--- src/rtl/intxn_timed_ctrl_if.sv ---
// Sensor/button inputs and lamp/debug outputs of the intersection controller.
// Slave modport is the controller side; master modport is the driving/observing side.
// Purely a signal bundle with no logic, latency or flow control.
interface intxn_timed_ctrl_if;
    logic       car;          // EW car sensor, level, synchronised
    logic       ped_req;      // EW pedestrian button, pulse or level, synchronised
    logic [5:0] lights;       // {ns_g,ns_y,ns_r,ew_g,ew_y,ew_r}
    logic       walk;         // pedestrian walk lamp
    logic [2:0] state_o;      // current state code
    logic       req_pending;  // car_pend | ped_pend

    modport slave  (input  car, ped_req, output lights, walk, state_o, req_pending);
    modport master (output car, ped_req, input  lights, walk, state_o, req_pending);
endinterface

--- src/rtl/intxn_timed_ctrl.sv ---
// Highway/farm-road light controller with timed phases, all-red clearance, EW extension and walk lamp.
// Latency: Moore outputs decoded straight from the state register; inputs act on the next clk edge.
// Backpressure: none; inputs are levels/pulses, requests are latched until served.
// Ports: clk, reset (sync, active-high), bus.car/bus.ped_req in; bus.lights/walk/state_o/req_pending out.
module intxn_timed_ctrl #(
    parameter int TICKS_PER_SEC  = 50_000_000,
    parameter int SEC_W          = 4,
    parameter int T_MIN_GREEN_NS = 4,
    parameter int T_YELLOW_NS    = 1,
    parameter int T_ALL_RED      = 1,
    parameter int T_GREEN_EW     = 4,
    parameter int T_GREEN_EW_MAX = 8,
    parameter int T_YELLOW_EW    = 2
) (
    input  logic               clk,
    input  logic               reset,
    intxn_timed_ctrl_if.slave  bus
);

    localparam int PRE_W = (TICKS_PER_SEC > 1) ? $clog2(TICKS_PER_SEC) : 1;
    localparam logic [PRE_W-1:0] PRE_MAX = PRE_W'(TICKS_PER_SEC - 1);
    localparam logic [SEC_W-1:0] SEC_SAT = '1;

    // Phase times widened by one bit so they compare against sec+1 without wrap.
    localparam logic [SEC_W:0] T_MIN_W  = (SEC_W+1)'(T_MIN_GREEN_NS);
    localparam logic [SEC_W:0] T_YNS_W  = (SEC_W+1)'(T_YELLOW_NS);
    localparam logic [SEC_W:0] T_RED_W  = (SEC_W+1)'(T_ALL_RED);
    localparam logic [SEC_W:0] T_GEW_W  = (SEC_W+1)'(T_GREEN_EW);
    localparam logic [SEC_W:0] T_GMAX_W = (SEC_W+1)'(T_GREEN_EW_MAX);
    localparam logic [SEC_W:0] T_YEW_W  = (SEC_W+1)'(T_YELLOW_EW);

    typedef enum logic [2:0] {
        S_GNS  = 3'd0,
        S_YNS  = 3'd1,
        S_RED1 = 3'd2,
        S_GEW  = 3'd3,
        S_YEW  = 3'd4,
        S_RED2 = 3'd5
    } state_e;

    state_e             state_q, state_d;
    logic [PRE_W-1:0]   presc_q, presc_d;
    logic [SEC_W-1:0]   sec_q, sec_d;
    logic               car_pend_q, car_pend_d;
    logic               ped_pend_q, ped_pend_d;
    logic               walk_active_q, walk_active_d;

    logic               tick;
    logic [SEC_W:0]     sec_inc;
    logic [SEC_W:0]     sec_w;
    logic               req;
    logic               gew_entry;
    logic               gew_exit;
    logic [5:0]         lamp;

    assign tick    = (presc_q == PRE_MAX);
    assign sec_w   = {1'b0, sec_q};
    assign sec_inc = sec_w + 1'b1;
    assign req     = bus.car | bus.ped_req | car_pend_q | ped_pend_q;

    // Next state. Timed phases leave only on the tick edge that completes their last second.
    always_comb begin
        state_d = state_q;
        case (state_q)
            S_GNS:  if (req && (sec_w >= T_MIN_W))            state_d = S_YNS;
            S_YNS:  if (tick && (sec_inc == T_YNS_W))         state_d = S_RED1;
            S_RED1: if (tick && (sec_inc == T_RED_W))         state_d = S_GEW;
            S_GEW:  if (tick && (((sec_inc >= T_GEW_W) && !bus.car) ||
                                  (sec_inc == T_GMAX_W)))     state_d = S_YEW;
            S_YEW:  if (tick && (sec_inc == T_YEW_W))         state_d = S_RED2;
            S_RED2: if (tick && (sec_inc == T_RED_W))         state_d = S_GNS;
            default:                                          state_d = S_GNS;
        endcase
    end

    // Timebase restarts on every state change so each phase measures from its own entry edge.
    always_comb begin
        presc_d = presc_q + PRE_W'(1);
        sec_d   = sec_q;
        if (state_d != state_q) begin
            presc_d = '0;
            sec_d   = '0;
        end else if (tick) begin
            presc_d = '0;
            if (sec_q != SEC_SAT) begin
                sec_d = sec_q + SEC_W'(1);
            end
        end
    end

    assign gew_entry = (state_q != S_GEW) && (state_d == S_GEW);
    assign gew_exit  = (state_q == S_GEW) && (state_d != S_GEW);

    // Request latches. Clearing on GEW entry wins over a same-edge set; a press during GEW
    // is kept for the following EW cycle.
    always_comb begin
        car_pend_d    = car_pend_q;
        ped_pend_d    = ped_pend_q | bus.ped_req;
        walk_active_d = walk_active_q;
        if (gew_entry) begin
            car_pend_d    = 1'b0;
            ped_pend_d    = 1'b0;
            walk_active_d = ped_pend_q | bus.ped_req;
        end else begin
            if (bus.car && (state_q != S_GEW)) begin
                car_pend_d = 1'b1;
            end
            if (gew_exit) begin
                walk_active_d = 1'b0;
            end
        end
    end

    always_ff @(posedge clk) begin
        if (reset) begin
            state_q       <= S_GNS;
            presc_q       <= '0;
            sec_q         <= '0;
            car_pend_q    <= 1'b0;
            ped_pend_q    <= 1'b0;
            walk_active_q <= 1'b0;
        end else begin
            state_q       <= state_d;
            presc_q       <= presc_d;
            sec_q         <= sec_d;
            car_pend_q    <= car_pend_d;
            ped_pend_q    <= ped_pend_d;
            walk_active_q <= walk_active_d;
        end
    end

    // Lamp decode: {ns_g,ns_y,ns_r,ew_g,ew_y,ew_r}; any unknown code shows all-red.
    always_comb begin
        lamp = 6'b001001;
        case (state_q)
            S_GNS:   lamp = 6'b100001;
            S_YNS:   lamp = 6'b010001;
            S_GEW:   lamp = 6'b001100;
            S_YEW:   lamp = 6'b001010;
            default: lamp = 6'b001001;
        endcase
    end

    assign bus.lights      = lamp;
    assign bus.walk        = walk_active_q & (state_q == S_GEW);
    assign bus.state_o     = state_q;
    assign bus.req_pending = car_pend_q | ped_pend_q;

endmodule
--- src/flat_wrapper.sv ---
// flat-port wrapper written by rule: the top's interface ports become plain ports
module intxn_timed_ctrl_flat 
#(
    parameter int TICKS_PER_SEC  = 50_000_000,
    parameter int SEC_W          = 4,
    parameter int T_MIN_GREEN_NS = 4,
    parameter int T_YELLOW_NS    = 1,
    parameter int T_ALL_RED      = 1,
    parameter int T_GREEN_EW     = 4,
    parameter int T_GREEN_EW_MAX = 8,
    parameter int T_YELLOW_EW    = 2
)
  (clk, reset, bus_car, bus_ped_req, bus_lights, bus_walk, bus_state_o, bus_req_pending);
  intxn_timed_ctrl_if bus_i ();
  input  logic clk;
  input  logic reset;
  input wire logic [$bits(bus_i.car)-1:0] bus_car;
  input wire logic [$bits(bus_i.ped_req)-1:0] bus_ped_req;
  output wire logic [$bits(bus_i.lights)-1:0] bus_lights;
  output wire logic [$bits(bus_i.walk)-1:0] bus_walk;
  output wire logic [$bits(bus_i.state_o)-1:0] bus_state_o;
  output wire logic [$bits(bus_i.req_pending)-1:0] bus_req_pending;
  assign bus_i.car = bus_car;
  assign bus_i.ped_req = bus_ped_req;
  assign bus_lights = bus_i.lights;
  assign bus_walk = bus_i.walk;
  assign bus_state_o = bus_i.state_o;
  assign bus_req_pending = bus_i.req_pending;
  intxn_timed_ctrl #(.TICKS_PER_SEC(TICKS_PER_SEC), .SEC_W(SEC_W), .T_MIN_GREEN_NS(T_MIN_GREEN_NS), .T_YELLOW_NS(T_YELLOW_NS), .T_ALL_RED(T_ALL_RED), .T_GREEN_EW(T_GREEN_EW), .T_GREEN_EW_MAX(T_GREEN_EW_MAX), .T_YELLOW_EW(T_YELLOW_EW)) u_core (.clk(clk), .reset(reset), .bus(bus_i));
endmodule
--- config.mk ---
export PLATFORM = sky130hd
export DESIGN_NAME = intxn_timed_ctrl_flat
export DESIGN_NICKNAME = d
export VERILOG_FILES = /design/src/rtl/intxn_timed_ctrl_if.sv /design/src/rtl/intxn_timed_ctrl.sv /design/src/flat_wrapper.sv
export SDC_FILE = /design/constraint.sdc
export NUM_CORES = 1
export LEC_CHECK = 0
export ABC_AREA = 0
export BUFFER_PORTS_ARGS = -buffer_cell sky130_fd_sc_hd__buf_2
export CAP_MARGIN = 25
export CORE_UTILIZATION = 60
export DETAILED_ROUTE_END_ITERATION = 12
export PLACE_DENSITY_LB_ADDON = 0.2
export SYNTH_ARGS = -nofsm -noshare
export SYNTH_HDL_FRONTEND = slang
export SYNTH_SLANG_ARGS = --single-unit
--- constraint.sdc ---
create_clock -name clk -period 4.3 [get_ports clk]
set_clock_uncertainty 0.2 [all_clocks]
set_input_delay 0.86 -clock clk [delete_from_list [all_inputs] [get_ports clk]]
set_output_delay 0.86 -clock clk [all_outputs]
set_load 0.1 [all_outputs]
== Yosys cells after proc, flatten, opt, wreduce, memory -nomap -nowiden ==
Index checks and enable logic that the tools add are counted.

* Register bits: 36
* Input port bits: 4
* Logic and storage cells: 57

* Add/sub/neg operators: 3
* $lt $le $gt $ge: 2
* Eq/ne operators: 14
* Muxes and demuxes: 10
* Bitwise operators: 6
* Reductions and logical operators: 16

{| class="wikitable"
|+ Operator list
! operator !! count
|-
| adder 26 x 1 -> 26 bit (second input constant) || 1
|-
| equality test 26 bit (second input constant) || 1
|-
| one-hot mux 6 bit (4 select lines) || 1
|-
| two-way mux 3 bit || 6
|-
| one-hot mux 3 bit (6 select lines) || 1
|-
| equality test 3 x 2 -> 1 bit (second input constant) || 3
|-
| logical AND 1 bit || 8
|-
| equality test 3 bit (second input constant) || 2
|-
| inequality test 3 x 2 -> 1 bit (second input constant) || 2
|-
| adder 4 x 1 -> 5 bit (second input constant) || 1
|-
| equality test 5 x 1 -> 1 bit (second input constant) || 1
|-
| equality test 5 x 2 -> 1 bit (second input constant) || 1
|-
| equality test 5 x 4 -> 1 bit (second input constant) || 1
|-
| greater-or-equal comparator 5 x 3 -> 1 bit (second input constant) || 1
|-
| bitwise OR 1 bit || 5
|-
| adder 4 x 1 -> 4 bit (second input constant) || 1
|-
| greater-or-equal comparator 4 x 3 -> 1 bit (second input constant) || 1
|-
| inequality test 4 bit (second input constant) || 1
|-
| OR reduction 2 bit || 2
|-
| equality test 3 x 1 -> 1 bit (second input constant) || 1
|-
| logical NOT 3 bit || 1
|-
| inequality test 3 bit || 1
|-
| OR reduction 3 bit || 1
|-
| two-way mux 1 bit || 2
|-
| 5 further kinds || 5
|}

== Logic depth before layout (Yosys ltp) ==
Gate-level depths: netlist of run 1.

* Word-level depth: 11
* Gate-level depth with buffers: 11

== Least setup slack after synthesis of run 1 ==
OpenSTA, ideal clock, no wires.

* Kind: register to output
* Start point: reg u_core.state_q[0] (netlist: u_core.bus.state_o[0])
* End point: out bus_lights[0]
* Arrival: 3749 ps
* Data required time: 3240 ps
* Setup slack: -509 ps
* Stages on the path, launching flop included: 5
* Path buffers: 1
* Cell sequence: dfxtp_1 -> clkbuf_1 -> inv_1 -> nor2_1 -> nor2_1

* Cells in the longest elaborated chain, start to end: 2

{| class="wikitable"
|+ RTL lines
! element !! RTL line !! text
|-
| from (decl) || intxn_timed_ctrl.sv:41 || <nowiki>state_e state_q, state_d;</nowiki>
|-
| from (signal assigned) || intxn_timed_ctrl.sv:123 || <nowiki>state_q <= state_d;</nowiki>
|-
| equality test 3 bit, or another cell as far along || intxn_timed_ctrl.sv:135 || <nowiki>case (state_q)</nowiki>
|-
| one-hot mux 6 bit (4 select lines) (*) || intxn_timed_ctrl.sv:135 ||
|-
| to (decl) || flat_wrapper.sv:19 || <nowiki>output wire logic [$bits(bus_i.lights)-1:0] bus_lights;</nowiki>
|}

Every way passes the cells marked *; elsewhere a longest branch is shown, timed or not.

== Final worst setup path of run 1 ==
* Start point: reg u_core.state_q[0] (netlist: u_core.bus.state_o[0])
* End point: out bus_walk

* Cells in the longest elaborated chain, start to end: 2

{| class="wikitable"
|+ RTL lines
! element !! RTL line !! text
|-
| equality test 3 x 2 -> 1 bit || intxn_timed_ctrl.sv:145 || <nowiki>assign bus.walk = walk_active_q & (state_q == S_GEW);</nowiki>
|-
| bitwise AND 1 bit || intxn_timed_ctrl.sv:145 ||
|-
| to (decl) || flat_wrapper.sv:20 || <nowiki>output wire logic [$bits(bus_i.walk)-1:0] bus_walk;</nowiki>
|}

No other way between the ends.

==> reports/metrics.cfg, run 1 <==
[detailed_routing]
wirelength_um=3740
firstDrtPassIters=4
viasPerCell=5.69
vias=1633
ant_nets=0
wl_per_cell_um=13.0
post-route-drc-count=0
drt_iter0_drc=117

[synth]
synth-compound-area-share=0.0934
synth-xor-area-share=0.111
yosys_warnings=0
synth_edf_count=0
synthSimpleGateAreaFrac=0.346
synthAdderAreaFrac=0.0395
ys_types=45
synth_top_family_by_area=simple AND/OR/NAND/NOR gates
syn_nets=237
synth_area_um2=1900
synth_ff_type=dfxtp_1
synth.top_cell.area_share=0.379
synth.avg_cell_area_um2=8.38
synthMostInstantiatedCell=nor2_1
muxShareOfSynthArea=0.00526
ys_ff_latch=36
synth_seq_area_share=0.379
yosys.area.top_type=dfxtp_1
ys_top_cells_by_count=nor2_1 (42), dfxtp_1 (36), xor2_1 (16)
ys_async_sr_fraction=0
synth_cells=227
synth_area_leaders=dfxtp_1 (38%), nor2_1 (8.3%), xor2_1 (7.4%)

[setup_path]
cp.arrival_ps=1810
critPathRequiredTime_ps=3240
critical_path_class=reg -> out
crit_fanout=11
startpoint_type=flip-flop
ff2ff_setup_slack_ps=1470
endpoint_kind=output port

[layout]
drive_gt1_frac=0.128
num_antenna_cells=0
area_delta_synth_final_pct=8.03
final_core_util=0.679
final_nets=253

[cts]
clkTransAtPathRegs_ps=100
cts-htree-levels=2
tritoncts=done
cts-resized-gates=0
clk_latency_ps=340
cts_buffer_depth=2
hold_buffers=0
cts_buffers=5
cts_sinks=36
post_cts_buffers=0
root_buffer=clkbuf_4

[sta]
rsz0062_at_grt=no
hold_viol=0
final.period_utilization=0.668
slew_viol_final=0
tightest_slew_ps=627
min_period_ps=2870
fin_tns_setup_ps=0
setup_violations=0
max_freq_mhz=348
setup_ws_ps=1430
max-slew-margin-rel=0.578

[global_routing]
antenna_found_initial=0
grt_pass1_vias=1452
grt_usage=0.248
grt_max_degree=16
grt-ovfl-total=0
grt_pass1_wl_um=6400

[placement]
dp_slack_ps=1490
dp_hpwl_um=2680
globalplace.congestion=0.856
port_buffers=14

[floorplanning]
initial_utilization=0.628
die_w_um=58.3
io_pins=15
die_h_um=58.3
core_area_um2=3030
rows=20
die_area_um2=3400

[power_and_ir_drop]
leakage_uw=0.000754
peakVddDrop_v=0.000211
p_per_area_nw_per_um2=257

[hold_path]
hold_path.class=reg -> reg

[status]
status=completed

[run]
cap_violations=0

-- layout make-up --
type | instances | area [µm²]
Clock buffer | 6 | 41.3
Clock inverter | 1 | 5.00
Fill cell | 258 | 973
Inverter | 7 | 26.3
Multi-Input combinational cell | 179 | 1140
Sequential cell | 36 | 721
Tap cell | 44 | 55.1
Timing Repair Buffer | 14 | 70.1
-- report_power, final --
| part | switching [µW] | total [µW] | internal (µW) |
|---|---|---|---|
| combinational | 15.9 | 21.9 | 6.00 |
| clock | 106 | 166 | 60.2 |
| sequential | 2.98 | 340 | 337 |
| total | 125 | 528 | 403 |
-- kinds of logic (layout without fill, tap and decap cells) --
| family | after synthesis | count (layout) |
|---|---|---|
| AOI/OAI and AO/OA | 25 | 25 |
| DFF | 36 | 36 |
| and+or+nand+nor | 123 | 123 |
| adders and majority gates | 6 | 6 |
| muxes | 1 | 1 |
| buffers and inverters | 12 | 28 |
| xor gates and xnor gates | 24 | 24 |
-- worst paths after layout --
check,start,to,depth (start not counted)
worst max-delay path,u_core.bus.state_o[0],bus_walk,4
worst min-delay path,u_core.presc_q[0],u_core.presc_q[0],1
worst max register to register,u_core.presc_q[0],u_core.walk_active_q,11
worst min register to register,u_core.presc_q[0],u_core.presc_q[0],1
-- registers in the layout, indices dropped and copies added (netlist names) --
signal                cells
u_core.presc_q           26
u_core.walk_active_q      1
u_core.car_pend_q         1
u_core.sec_q              4
u_core.bus.state_o        3
u_core.ped_pend_q         1
-- routing by layer --
metal / routed length (µm) / up-vias / share of wire / global-route usage
met4: 95 / 0 / 0.025 / 0.122
met2: 1760 / 43 / 0.47 / 0.401
met5: 0 / - / 0 / 0
met1: 1740 / 745 / 0.46 / 0.314
met3: 151 / 12 / 0.040 / 0.0549
li1: - / 833 / - / -
-- cell usage in the layout (no fill, tap or decap), drive strengths merged, types with 2 or more instances in the layout --
master	netlist	final
xor2	16	16
inv	7	7
nand2	15	15
nand3b	3	3
a211oi	3	3
buf	2	14
o21ai	4	4
nand4	15	15
and4	2	2
dfxtp	36	36
or2	4	4
nor2	42	42
and3	5	5
and2	5	5
nor3	7	7
nor3b	2	2
xnor2	8	8
or3	3	3
a21oi	8	8
o211ai	2	2
nand3	11	11
nand2b	2	2
clkbuf	3	6
ha	6	6
-- worst max-delay path, cell delays in order, from the launching register on --
cell	delay (ps)
dfxtp_1	520
inv_1	180
nor2_2	230
and2_1	140
buf_2	410
-- through the flow --
stage / instances / hold WS (ps) / total power, µW / cell area, µm²
2_1_floorplan: 227 / 230 / 363 / 1910
3_5_place_dp: 280 / 258 / 370 / 2010
4_1_cts: 287 / 281 / 536 / 2050
5_1_grt: 287 / 299 / 553 / 2050
6_report: 287 / 275 / 528 / 2050
3_3_place_gp: 280 / 245 / 370 / 2010
No activity file was read; power rests on OpenSTA's default activity.
==> inputs of run 2 (changes only) <==
CORE_UTILIZATION = 59   (was 60)
clock period = 3 ns   (was 4.3 ns; I/O delays follow)
==> run 2 against run 1 <==
- non-clock buffer count rose by 2
- die area grew 1.6%
- sequential cell count stayed put
- register-to-register slack worse by 1200 ps
==> reports/metrics.cfg, run 2 (same netlist as run 1, synthesis figures left out) <==
[detailed_routing]
wirelength_um=3740
viasPerCell=5.63
post-route-drc-count=0
vias=1633
wl_per_cell_um=12.9
firstDrtPassIters=4
drt_iter0_drc=84
ant_nets=0

[placement]
globalplace.congestion=0.859
dp_slack_ps=315
dp_hpwl_um=2780
port_buffers=14

[sta]
setup_violations=0
slew_viol_final=0
tightest_slew_ps=632
whs_ps=275
final.period_utilization=0.907
hold_viol=0
setup_ws_ps=280
min_period_ps=2720
max_freq_mhz=368
rsz0062_at_grt=no
max-slew-margin-rel=0.575

[layout]
multi_input_area_um2=1150
final_common_cell=nor2_1
largest_register_ff_count=26
top_register=u_core.presc_q
area_delta_synth_final_pct=11.5
num_antenna_cells=0
layout_common_cells=nor2_1 (38), dfxtp_1 (34), xor2_1 (16), nand2_1 (15), nand4_1 (15)
ff_latch_area_um2=723
final_nets=255
drive_gt1_frac=0.163
final_core_util=0.695
nFillCells=279

[cts]
clk_latency_ps=330
cts-resized-gates=0
post_cts_buffers=0
cts_buffers=5
cts_sinks=36
cts_buffer_depth=2
hold_buffers=0
root_buffer=clkbuf_4
clkTransAtPathRegs_ps=110
cts-htree-levels=2
tritoncts=done

[setup_path]
r2r-start=u_core.sec_q[1]
cp.arrival_ps=2800
crit_start=u_core.sec_q[1]
critPathRequiredTime_ps=3080
startpoint_type=flip-flop
endpoint_kind=flip-flop
crit_fanout=9
critical_path_class=reg -> reg

[status]
status=completed

[global_routing]
grt_max_degree=16
grt_usage=0.246
grt_pass1_vias=1514
grt-ovfl-total=0
antenna_found_initial=0
grt_pass1_wl_um=6470

[hold_path]
hold_path.class=reg -> reg
worstHoldStart=u_core.presc_q[0]

[floorplanning]
core_area_um2=3050
rows=20
initial_utilization=0.623
io_pins=15
die_w_um=58.8
die_h_um=58.8
die_area_um2=3450

[power_and_ir_drop]
peakVddDrop_v=0.000405
p_per_area_nw_per_um2=403
leakage_uw=0.000785

[run]
cap_violations=0

==> run 2: changes by cell type in the layout (fill, tap and decap cells not counted) <==
cell | before | now
dfxtp_1 | 36 | 34
buf_4 | 0 | 2
bufinv_16 | 0 | 1
and2_1 | 5 | 3
dfxtp_2 | 0 | 2
nor2_4 | 0 | 2
nor2_1 | 40 | 38
and2_4 | 0 | 1
and2_2 | 0 | 1
==> run 2: area by class of cell <==
type	count	area share
multi-input combinational	179	0.545
sequential	36	0.341
timing repair buffer	16	0.0401
tap	44	0.0260
clock buffer	6	0.0195
clock inverter	2	0.0165
inverter	7	0.0124
==> run 2: metrics by stage <==
| step | cell area [µm²] | instances | power [µW] | TNS, ps |
|---|---|---|---|---|
| floorplan | 1930 | 227 | 521 | -48.5 |
| global placement | 2040 | 282 | 530 | 0 |
| detailed placement | 2040 | 282 | 530 | 0 |
| CTS | 2120 | 290 | 861 | 0 |
| global route | 2120 | 290 | 887 | 0 |
| finish | 2120 | 290 | 856 | 0 |
==> run 2: path summary, 6_finish.rpt <==
| path | endpoint | slack (ps) | depth (start not counted) |
|---|---|---|---|
| worst max-delay path | u_core.walk_active_q | 280 | 10 |
| worst min-delay path | u_core.presc_q[0] | 270 | 1 |
| worst max register to register | u_core.walk_active_q | 280 | 10 |
| worst min register to register | u_core.presc_q[0] | 270 | 1 |
==> run 2: routing by layer <==
| layer | track usage | part of all wire | vias to the layer above |
|---|---|---|---|
| met5 | 0 | 0 | - |
| li1 | - | - | 832 |
| met3 | 0.0593 | 0.025 | 4 |
| met4 | 0.0714 | 0.0088 | 0 |
| met2 | 0.435 | 0.51 | 26 |
| met1 | 0.294 | 0.46 | 771 |
==> run 2: power by group <==
part	leakage (µW)	internal [µW]	switching [µW]
registers	0.000292	483	4.18
clock network	0.0000422	175	162
logic	0.000451	8.48	23.0
==> run 2: worst max-delay path, stage by stage, from the launching register on <==
cell and delay, ps:
dfxtp_1 500, ha_1 240, or3b_2 440, a21oi_1 240, o21ai_0 210, nand2_1 120
a21oi_1 80, ha_1 320, nor3b_1 200, a21oi_1 60, nor2_1 80
==> inputs of run 3 (changes only) <==
ABC_CLOCK_PERIOD_IN_PS = 3400   (was default)
CORE_UTILIZATION = 60   (was 59)
SETUP_SLACK_MARGIN = 0.5   (was default)
clock period = 3.4 ns   (was 3 ns; I/O delays follow)
==> run 3 against run 2 <==
- register-to-register slack improved by 450 ps
- sequential power decreased by 12%
- critical path type unchanged
- sequential share of layout area increased by 0.27 points
- highest routed layer unchanged
==> reports/metrics.cfg, run 3 (same netlist as run 1, synthesis figures left out) <==
[status]
status=completed

[floorplanning]
die_h_um=58.3
core_area_um2=3030
die_w_um=58.3
io_pins=15
rows=20
die_area_um2=3400
initial_utilization=0.628

[hold_path]
hold_path.class=reg -> reg

[layout]
num_antenna_cells=0
drive_gt1_frac=0.186
final_nets=256
ff_latch_area_um2=729
final_common_cell=nor2_1
largest_register_ff_count=26
nFillCells=253
multi_input_area_um2=1160
layout_common_cells=nor2_1 (38), dfxtp_1 (31), xor2_1 (16), nand2_1 (15), nand4_1 (15)
area_delta_synth_final_pct=11.6
top_register=u_core.presc_q
fin_area_um2=2120

[detailed_routing]
viasPerCell=5.65
ant_nets=0
firstDrtPassIters=4
vias=1644
wirelength_um=3760
post-route-drc-count=0
drt_iter0_drc=100
wl_per_cell_um=12.9

[placement]
globalplace.congestion=0.844
port_buffers=14
placedInstanceArea_um2=2030
dp_hpwl_um=2710

[global_routing]
antenna_found_initial=0
grt_usage=0.239
grt_max_degree=16
grt_pass1_wl_um=6270
grt_pass1_vias=1474
grt-ovfl-total=0

[setup_path]
crit_fanout=5
cp.arrival_ps=2750
critPathRequiredTime_ps=3480
critical_path_class=reg -> reg
endpoint_kind=flip-flop
slowest_delay_ps=380
startpoint_type=flip-flop
cp_slowest_cell=dfxtp_1
path_cells=ha_1 > nand3_1 > or2_1 > nor3_4 > o21ai_0 > nand2_1 > a21oi_1 > ha_1 > nor3b_1 > a21oi_1 > nor2_1

[sta]
hold_viol=0
max-slew-margin-rel=0.569
fin_tns_setup_ps=0
slew_viol_final=0
setup_violations=0
rsz0062_at_grt=no
final.period_utilization=0.785
tightest_slew_ps=645
min_period_ps=2670
max_freq_mhz=374

[power_and_ir_drop]
pwr-share-clk=0.346
comb_power_share=0.039
netSwitchingFraction=0.239
p_sw_uw=167
peakVddDrop_v=0.000163
power.internal_uw=531
p_per_area_nw_per_um2=329
p_seq_frac=0.614
leakage_uw=0.000785

[cts]
cts_buffer_depth=2
cts_buffers=5
root_buffer=clkbuf_4
cts_sinks=36
tritoncts=done
clkTransAtPathRegs_ps=100
cts-htree-levels=2
clk_latency_ps=340

[run]
cap_violations=0

[run 3: changes by cell type in the layout (fill, tap and decap cells not counted)]
cell | before | now
ha_1 | 6 | 5
dfxtp_1 | 34 | 31
buf_4 | 2 | 3
clkinv_2 | 1 | 2
ha_2 | 0 | 1
dfxtp_2 | 2 | 4
dfxtp_4 | 0 | 1
clkbuf_1 | 1 | 0
clkbuf_8 | 0 | 1
bufinv_16 | 1 | 0
[run 3: power groups by stage]
stage | Combinational, µW | Sequential, µW | Clock, µW
final | 27.6 | 429 | 242
after global routing | 31.0 | 430 | 269
after floorplan | 20.9 | 438 | 0
after global placement | 28.2 | 439 | 0
after CTS | 28.1 | 429 | 248
after detailed placement | 28.1 | 439 | 0
[run 3: final timing paths]
path / startpoint / to / slack (ps) / cells after the start
worst max register to register: u_core.presc_q[0] / u_core.walk_active_q / 730 / 11
worst min register to register: u_core.bus.state_o[2] / u_core.bus.state_o[1] / 270 / 1
worst max-delay path: u_core.presc_q[0] / u_core.walk_active_q / 730 / 11
worst min-delay path: u_core.bus.state_o[2] / u_core.bus.state_o[1] / 270 / 1
[run 3: per-layer routing]
layer  routed length [µm]  GRT usage  up-vias  share of wire
li1                     -          -      838              -
met1                 1700      0.295      776           0.45
met2                 1870      0.417       25           0.50
met3                  139     0.0527        5          0.037
met4                   48     0.0748        0          0.013
met5                    0          0        -              0
[run 3: metrics by stage]
stage / utilization / power (µW) / worst slack [ps] / hold WS [ps] / instances
final: 0.701 / 698 / 729 / 270 / 291
after global routing: 0.701 / 730 / 484 / 298 / 291
after CTS: 0.692 / 705 / 608 / 268 / 288
after detailed placement: 0.671 / 467 / 645 / 251 / 280
after global placement: 0.671 / 467 / 751 / 248 / 280
after floorplan: - / 459 / 513 / 230 / 227
[run 3: critical path, delay by kind of cell (launching register included)]
| kind | cells | cell delay (ps) |
|---|---|---|
| compound gates | 3 | 360 |
| flops | 1 | 380 |
| simple gates | 6 | 1160 |
| fa+ha+maj | 2 | 510 |
[run 3: repair_timing]
item / in CTS / in global routing
setup buffers: 0 / 3
setup endpoints to repair: 0 / 1
hold buffers: 0 / 0
hold endpoints to repair: 0 / 0
gates resized for setup: 0 / 3
[run 3: final cells by class]
cell class | count | area share
tap | 44 | 0.0259
multi-input combinational | 179 | 0.545
clock buffer | 6 | 0.0242
sequential | 36 | 0.344
inverter | 7 | 0.0124
timing repair buffer | 17 | 0.0436
clock inverter | 2 | 0.00472
